$ cat src/rtl/bus_packer.sv
// Packs RATIO den-qualified pixels into one wide word (partial groups flushed with PAD_VALUE + keep mask).
// Latency: 1 clock from last/flush input to out_den; syncs delayed 1 clock; no backpressure, consumer takes every word.
module bus_packer #(
    parameter int                  IN_WIDTH  = 8,
    parameter int                  RATIO     = 2,
    parameter int                  LSB_FIRST = 1,
    parameter logic [IN_WIDTH-1:0] PAD_VALUE = '0
) (
    input  logic                      in_clk,
    input  logic                      rst_n,
    input  logic                      in_hsync,
    input  logic                      in_vsync,
    input  logic                      in_den,
    input  logic [IN_WIDTH-1:0]       in_data,
    output logic                      out_hsync,
    output logic                      out_vsync,
    output logic                      out_den,
    output logic [IN_WIDTH*RATIO-1:0] out_data,
    output logic [RATIO-1:0]          out_keep
);

    localparam int                  CNT_W    = (RATIO > 1) ? $clog2(RATIO) : 1;
    localparam int                  OUT_W    = IN_WIDTH * RATIO;
    localparam logic [CNT_W-1:0]    LAST     = CNT_W'(RATIO - 1);
    localparam logic [OUT_W-1:0]    PAD_WORD = {RATIO{PAD_VALUE}};

    logic [CNT_W-1:0] cnt;
    logic [CNT_W-1:0] lane;
    logic [OUT_W-1:0] acc_data;
    logic [OUT_W-1:0] merged_data;
    logic [RATIO-1:0] acc_keep;
    logic [RATIO-1:0] merged_keep;

    // Accumulator with the current pixel dropped into its lane; used both for
    // storing mid-group and for emitting the completed word in the same edge.
    always_comb begin
        lane        = (LSB_FIRST != 0) ? cnt : (LAST - cnt);
        merged_data = acc_data;
        merged_keep = acc_keep;
        for (int i = 0; i < RATIO; i++) begin
            if (CNT_W'(i) == lane) begin
                merged_data[i*IN_WIDTH +: IN_WIDTH] = in_data;
                merged_keep[i]                      = 1'b1;
            end
        end
    end

    always_ff @(posedge in_clk) begin
        if (!rst_n) begin
            out_hsync <= 1'b0;
            out_vsync <= 1'b0;
            out_den   <= 1'b0;
            out_data  <= '0;
            out_keep  <= '0;
            cnt       <= '0;
            acc_data  <= PAD_WORD;
            acc_keep  <= '0;
        end else begin
            out_hsync <= in_hsync;
            out_vsync <= in_vsync;
            out_den   <= 1'b0;
            if (in_den) begin
                if (cnt == LAST) begin
                    out_den  <= 1'b1;
                    out_data <= merged_data;
                    out_keep <= '1;
                    cnt      <= '0;
                    acc_data <= PAD_WORD;
                    acc_keep <= '0;
                end else begin
                    acc_data <= merged_data;
                    acc_keep <= merged_keep;
                    cnt      <= cnt + 1'b1;
                end
            end else if (cnt != '0) begin
                // den dropped mid-group: flush what we have, unfilled lanes already padded
                out_den  <= 1'b1;
                out_data <= acc_data;
                out_keep <= acc_keep;
                cnt      <= '0;
                acc_data <= PAD_WORD;
                acc_keep <= '0;
            end
        end
    end

endmodule

$ cat config.mk
export PLATFORM = sky130hd
export DESIGN_NAME = bus_packer
export DESIGN_NICKNAME = d
export VERILOG_FILES = /design/src/rtl/bus_packer.sv
export SDC_FILE = /design/constraint.sdc
export NUM_CORES = 1
export LEC_CHECK = 0
export ABC_AREA = 0
export BUFFER_PORTS_ARGS = -buffer_cell sky130_fd_sc_hd__buf_2
export CAP_MARGIN = 25
export CORE_MARGIN = 10
export CORE_UTILIZATION = 38
export DETAILED_ROUTE_END_ITERATION = 7
export PLACE_DENSITY_LB_ADDON = 0.25
export SETUP_SLACK_MARGIN = 0.05
export SLEW_MARGIN = 40
export SYNTH_ARGS = -nofsm -noshare
export SYNTH_HDL_FRONTEND = slang
export SYNTH_SLANG_ARGS = --single-unit
$ cat constraint.sdc
create_clock -name in_clk -period 1 [get_ports in_clk]
set_clock_uncertainty 0.2 [all_clocks]
set_input_delay 0.15 -clock in_clk [delete_from_list [all_inputs] [get_ports in_clk]]
set_output_delay 0.15 -clock in_clk [all_outputs]
set_load 0.03 [all_outputs]
# Word-level counts from Yosys, hierarchy flattened
# Cells that the tools add are included.
dict set report classes {
  mux 15
  n_reduce_logical 2
  bitwise 2
  n_addsub 1
}
# op n
set ops {}
lappend ops {{16-bit 2-to-1 mux} 6}
lappend ops {{8-bit 2-to-1 mux} 2}
lappend ops {{2-bit 2-to-1 mux} 6}
lappend ops {{3-bit OR reduction} 1}
lappend ops {{1-bit inverter} 2}
lappend ops {{2-bit nonzero test} 1}
lappend ops {{1-bit adder (second input constant)} 1}
lappend ops {{1-bit 2-to-1 mux} 1}
dict set report word_totals {
  ff_bits 40
  word_cells 29
  output_inout_bits 21
}

# Logic depth before layout (Yosys ltp)
# Gate-level depths: netlist of the first run.
dict set report logic_depth {
  word_depth 3
  depth_mapped 4
  mapped_depth_nobuf 2
}

# Least setup slack after synthesis of the first run
# Ideal clock, no wire load.
dict set report synth_path {
  path_kind {register to register}
  startpoint {register cnt}
  endpoint {register cnt}
  t_arrival_ns 0.742
  slack_ns -0.058
  path_buffers 1
  stages_incl_launch_ff 4
  period_less_slack_ns 1.058
  required_ns 0.684
  cell_sequence {dfxtp_1 > buf_4 > nor2b_4 > and2_2}
}
dict set report synth_between {
  elab_chain_len 1
  elab_cells_between_ends 2
  cone_classes {1 x add/sub; 1 x reduce/logical}
}
# element line
set synth_lines {}
lappend synth_lines {{start, declared} 27} ;# logic [CNT_W-1:0] cnt;
lappend synth_lines {{start signal, assigned} 73} ;# cnt <= cnt + 1'b1;
lappend synth_lines {{1-bit adder or 3-bit OR reduction (tied branches)} -}
# Several ways; a longest one is shown, not always the timed one.
# A chain may end at the register's enable or synchronous reset.

# Worst setup path after layout of the first run
dict set report layout_path {
  startpoint {register out_data[10]}
  endpoint {output port out_data[10]}
}
# element line
set layout_lines {}
lappend layout_lines {{start, declared} 18} ;# output logic [IN_WIDTH*RATIO-1:0] out_data,
lappend layout_lines {{start signal, assigned} 65} ;# out_data <= merged_data;
lappend layout_lines {{start signal, assigned} 78} ;# out_data <= acc_data;
# No word-level cell between the ends.

==> flow_summary.ini, run 1 <==
[run_status]
outcome = complete, but fails checks
violations = negative hold slack, negative setup slack

[synth]
synth_compound_area_share_pct = 6.79
synth_top_family_by_area = multiplexers
synth_top_cell_by_area = dfxtp_1
synth_mux_area_share_pct = 18.3
syn_nets = 136
synth-simple-area-share_pct = 12.6
syn-cell-area_um2 = 1360
ys_ff_latch = 39
syn_inst = 123
synth_warnings = 0
synth_top_area_share_pct = 57.2
synthAdderAreaFrac_pct = 0
synthTopCellsByArea = dfxtp_1, mux2i_1, nor2_1
ys_types = 15
seq_area_frac_synth_pct = 57.2
synth_xor_xnor_area_share_pct = 0
avgSynthCellArea_um2 = 11.1

[pwr]
p_switching_uw = 796
vdd_ir_drop_max_uv = 1210
p_comb_share_pct = 18.4
powerDensity_nw_per_um2 = 1390
power_frac_clock_pct = 25.6
swShare_pct = 26.8
p_seq_share_pct = 56.0
power.internal_mw = 2.18
p_leak_nw = 0.940

[sta]
setup_ws_ps = -184
finalCritPeriodShare_pct = 118
fin_hold_ws_ps = -116
worst_pin_slew_ps = 276
timing.final.crit_period_ps = 1180
maxSlewHeadroom_pct = 81.1
max_freq_ghz = 0.844
slew_violations = 0
rsz0062_at_grt = true
hold_viol = 16
setup_viol = 57

[global_route]
antenna_found_initial = 0
track_usage_pct = 11.4
grt_max_degree = 14
grt_pass1_vias = 1167
gr-total-overflow = 0
grt_pass1_wl_um = 5760

[route]
drt_iter0_drc = 22
vias_per_cell = 4.53
routed_wl_um = 3470
drc = 0
first_pass_iters = 3
ant_nets = 0
wl_per_cell_um = 15.0
dr_total_vias = 1051

[finish]
layout-drive-gt1-share_pct = 59.1
fillers = 273
syn2layout_area_growth_pct = 56.6
fin_area_um2 = 2140
n_antenna_cell = 0
nets = 198

[critical_path]
start_kind = register
cp.required_ps = 650
cp_num_buf_inv = 1
criticalPathCategory = reg -> out
crit_arrival_ps = 830
cp_slowest_stage_delay_ps = 360
worstPathCellList = buf_6
crit_path_max_fanout = 2
critPathTopFamily = flip-flops
end_kind = primary output
cp_slowest_cell = dfxtp_2

[cts]
clk_pin_slew_ps = 110
cts_buffers = 5
clk_latency_ps = 340
cts_tree = built
htreeDepth = 2
cts-root-buf = clkbuf_4
clockBufferDepth = 2
cts_sinks = 39

[place]
dp_slack_ps = -117
hpwl_um = 2390
placed_cell_area_um2 = 1650
routabilityCongestion = 0.747
io_buffers = 33

[die]
rows = 21
die_area_um2 = 6380
start_util_pct = 40.2
ios = 34
die_h_um = 79.9
core_um2 = 3390
fp.dieW_um = 79.9

[run]
drv_cap = 0

[hold_path]
hp-class = in -> reg
-- path summary, 6_finish.rpt --
| check | from | end | slack [ps] | cells after the start |
|---|---|---|---|---|
| max reg2reg | cnt | out_data[3] | -160 | 3 |
| min reg2reg | acc_data[12] | acc_data[12] | 280 | 1 |
| min | in_data[4] | acc_data[4] | -120 | 3 |
| max | out_data[10] | out_data[10] | -180 | 1 |
-- layout make-up --
type,count,area (µm²),share of cell area [%]
clock buffer,7,45.0,2.11
clock inverter,1,5.00,0.234
inverter,1,3.75,0.176
multi-input combinational,77,626,29.3
sequential,39,811,38.0
tap,46,57.6,2.69
timing repair buffer,61,588,27.5
-- Yosys cell counts, drive strengths merged --
master  number
and2        12
a21oi        8
nor2b        1
a211oi       1
nand2b       1
dfxtp       39
nor2        20
mux2i       25
clkinv       1
o21ai        8
buf          7
-- layer usage --
layer  share of wire (%)  track usage [%]
met1                  41             12.2
met2                  52             19.7
met3                 6.3             5.18
met4                0.78             3.17
met5                   0                0
-- cells in the final DEF (no fill, tap or decap), drive strengths merged --
cell / instances
nand2b: 1
clkbuf: 7
mux2i: 25
dlygate4sd3: 3
dfxtp: 39
nor2b: 2
clkinv: 2
o21ai: 8
buf: 58
a211oi: 1
a21oi: 8
and2: 12
nor2: 20
-- kinds of logic after synthesis --
logic type             Yosys count
multiplexers                    25
buffers and inverters            8
AND/OR/NAND/NOR                 34
flip-flops                      39
AO/OA/AOI/OAI                   17
-- registers in the layout, summed over array words and instances, names as in the netlist --
register	count
out_den	1
cnt	1
out_hsync	1
acc_keep	1
out_keep	2
acc_data	16
out_data	16
out_vsync	1
-- timing repair --
item                       CTS  global route
hold buffers                 2             1
pin swaps                   16             2
buffers inserted             2             7
hold endpoints to repair    20            18
cloned                       2             0
setup endpoints to repair   58            58
resized for setup           92            15
-- per-stage QoR --
step,instances,power (mW),hold WS [ps],TNS [ps],utilization [%]
floorplan,123,1.92,77.3,-63.3,-
global placement,210,2.04,156,-1090,48.7
detailed placement,210,2.05,167,-1760,48.7
CTS,224,2.93,-134,-5840,59.4
global route,232,3.11,-135,-8540,63.0
finish,232,2.97,-116,-6070,63.0
-- power groups by stage --
stage / Sequential (mW) / Combinational (mW) / Clock, mW
after floorplan: 1.75 / 0.168 / 0
after global placement: 1.68 / 0.364 / 0
after detailed placement: 1.68 / 0.372 / 0
after CTS: 1.67 / 0.491 / 0.778
after global routing: 1.67 / 0.583 / 0.853
final: 1.66 / 0.548 / 0.760
Note: power is estimated with default switching activity, not from simulation.
==> inputs of run 2 (changes only) <==
--- a/config.mk
+++ b/config.mk
@@ -6,11 +6,11 @@
 export NUM_CORES = 1
 export LEC_CHECK = 0
 export ABC_AREA = 0
-export BUFFER_PORTS_ARGS = -buffer_cell sky130_fd_sc_hd__buf_2
 export CAP_MARGIN = 25
 export CORE_MARGIN = 10
 export CORE_UTILIZATION = 38
 export DETAILED_ROUTE_END_ITERATION = 7
+export DONT_BUFFER_PORTS = 1
 export PLACE_DENSITY_LB_ADDON = 0.25
 export SETUP_SLACK_MARGIN = 0.05
 export SLEW_MARGIN = 40
==> run 2 against run 1 <==
Net effect:
- the run still ends with negative hold slack, negative setup slack left
- via count is 2.3% lower
- global-route usage hardly changed
- power is 1.6% lower
- first-iteration DRC count is 23% lower
- sequential power hardly changed
- die area stayed put
==> flow_summary.ini, run 2 (same netlist as run 1, synthesis figures left out) <==
[sta]
setup_tns_ps = -6930
hold_viol = 37
fin_hold_ws_ps = -312
slew_violations = 0
max_freq_ghz = 0.835
worst_pin_slew_ps = 260
setup_ws_ps = -198
maxSlewHeadroom_pct = 82.2
timing.final.crit_period_ps = 1200
rsz0062_at_grt = true
finalCritPeriodShare_pct = 120
setup_viol = 57

[route]
drc = 0
vias_per_cell = 4.69
drt_iter0_drc = 17
ant_nets = 0
routed_wl_um = 3520
dr_total_vias = 1027
wl_per_cell_um = 16.1
first_pass_iters = 4

[critical_path]
cp_slowest_cell = dfxtp_2
cp_slowest_stage_delay_ps = 360
worstPathCellList = buf_6
cp.required_ps = 650
start_kind = register
end_kind = primary output
critPathLaunch = out_data[13]
cp_num_buf_inv = 1
critPathTopFamily = flip-flops
crit_arrival_ps = 850
rrSetupSlack_ps = -170
criticalPathCategory = reg -> out
reg2reg_from = cnt
crit_path_max_fanout = 2

[cts]
clk_pin_slew_ps = 120
clk_latency_ps = 350
cts_tree = built
clockBufferDepth = 2
cts-root-buf = clkbuf_4
cts_sinks = 39
cts_hold_buf = 10
cts_buffers = 5
htreeDepth = 2

[global_route]
grt_pass1_vias = 1095
gr-total-overflow = 0
antenna_found_initial = 0
grt_pass1_wl_um = 5580
track_usage_pct = 11.5
grt_max_degree = 20

[finish]
syn2layout_area_growth_pct = 57.4
fillers = 265
final_cell_mix = mux2i_1, buf_6, dfxtp_2
reg.largest.list = acc_data x16, out_data x16, out_keep x2
layout-drive-gt1-share_pct = 56.6
fin_util_pct = 63.3
nets = 187
final_common_cell = mux2i_1
n_antenna_cell = 0

[die]
core_um2 = 3390
die_area_um2 = 6380
ios = 34
die_h_um = 79.9
start_util_pct = 40.2
fp.dieW_um = 79.9
rows = 21

[hold_path]
hp-start = rst_n
hp-class = in -> reg

[pwr]
p_leak_nw = 0.901
powerDensity_nw_per_um2 = 1360
vdd_ir_drop_max_uv = 799

[place]
hpwl_um = 2110
routabilityCongestion = 0.721
io_buffers = 0

[run_status]
violations = negative hold slack, negative setup slack
outcome = complete, but fails checks

[run]
drv_cap = 0
==> run 2: changes by cell type in the layout (fill, tap and decap cells not counted), sizes merged <==
cell and delta:
buf -18, clkbuf -1, clkinv -1, dlygate4sd3 +7
==> run 2: per-layer routing <==
layer / part of all wire (%) / global-route usage, % / routed length, µm
met4: 2.8 / 5.99 / 99
met1: 38 / 11.6 / 1350
met2: 51 / 19.7 / 1810
met3: 7.3 / 4.84 / 256
met5: 0 / 0 / 0
==> run 2: timing repair <==
item / 4_1_cts / 5_1_grt
pin swaps: 11 / 10
cloned: 4 / 0
setup buffers: 6 / 11
endpoints found under the setup margin: 57 / 58
gates resized for setup: 73 / 20
endpoints found under the hold margin: 39 / 35
==> run 2: worst paths after layout <==
kind                  end  cells past startpoint
max          out_data[13]                      1
min          out_data[13]                      2
max reg2reg   out_data[2]                      3
min reg2reg  acc_data[12]                      1
==> run 2: cell type report <==
type / count / area [µm²] / area share [%]
Inverter: 1 / 3.75 / 0.175
Timing Repair Buffer: 50 / 577 / 26.9
Clock buffer: 6 / 41.3 / 1.92
Tap cell: 46 / 57.6 / 2.68
Sequential cell: 39 / 818 / 38.1
Multi-Input combinational cell: 77 / 649 / 30.2
==> run 2: power breakdown <==
| group | total [mW] | internal, mW | switching (mW) |
|---|---|---|---|
| Combinational | 0.514 | 0.288 | 0.226 |
| Clock | 0.738 | 0.250 | 0.488 |
| Sequential | 1.67 | 1.62 | 0.0567 |
==> run 2: stage by stage <==
stage | hold slack (ps) | setup slack, ps | instance area, µm² | power, mW | std cells
2_1_floorplan | 77.3 | -14.4 | 1380 | 1.92 | 123
3_3_place_gp | 74.5 | -76.9 | 1580 | 1.99 | 185
3_5_place_dp | 78.4 | -143 | 1580 | 2.00 | 185
4_1_cts | -313 | -201 | 2060 | 2.90 | 211
5_1_grt | -326 | -230 | 2150 | 3.05 | 219
6_report | -312 | -198 | 2150 | 2.92 | 219
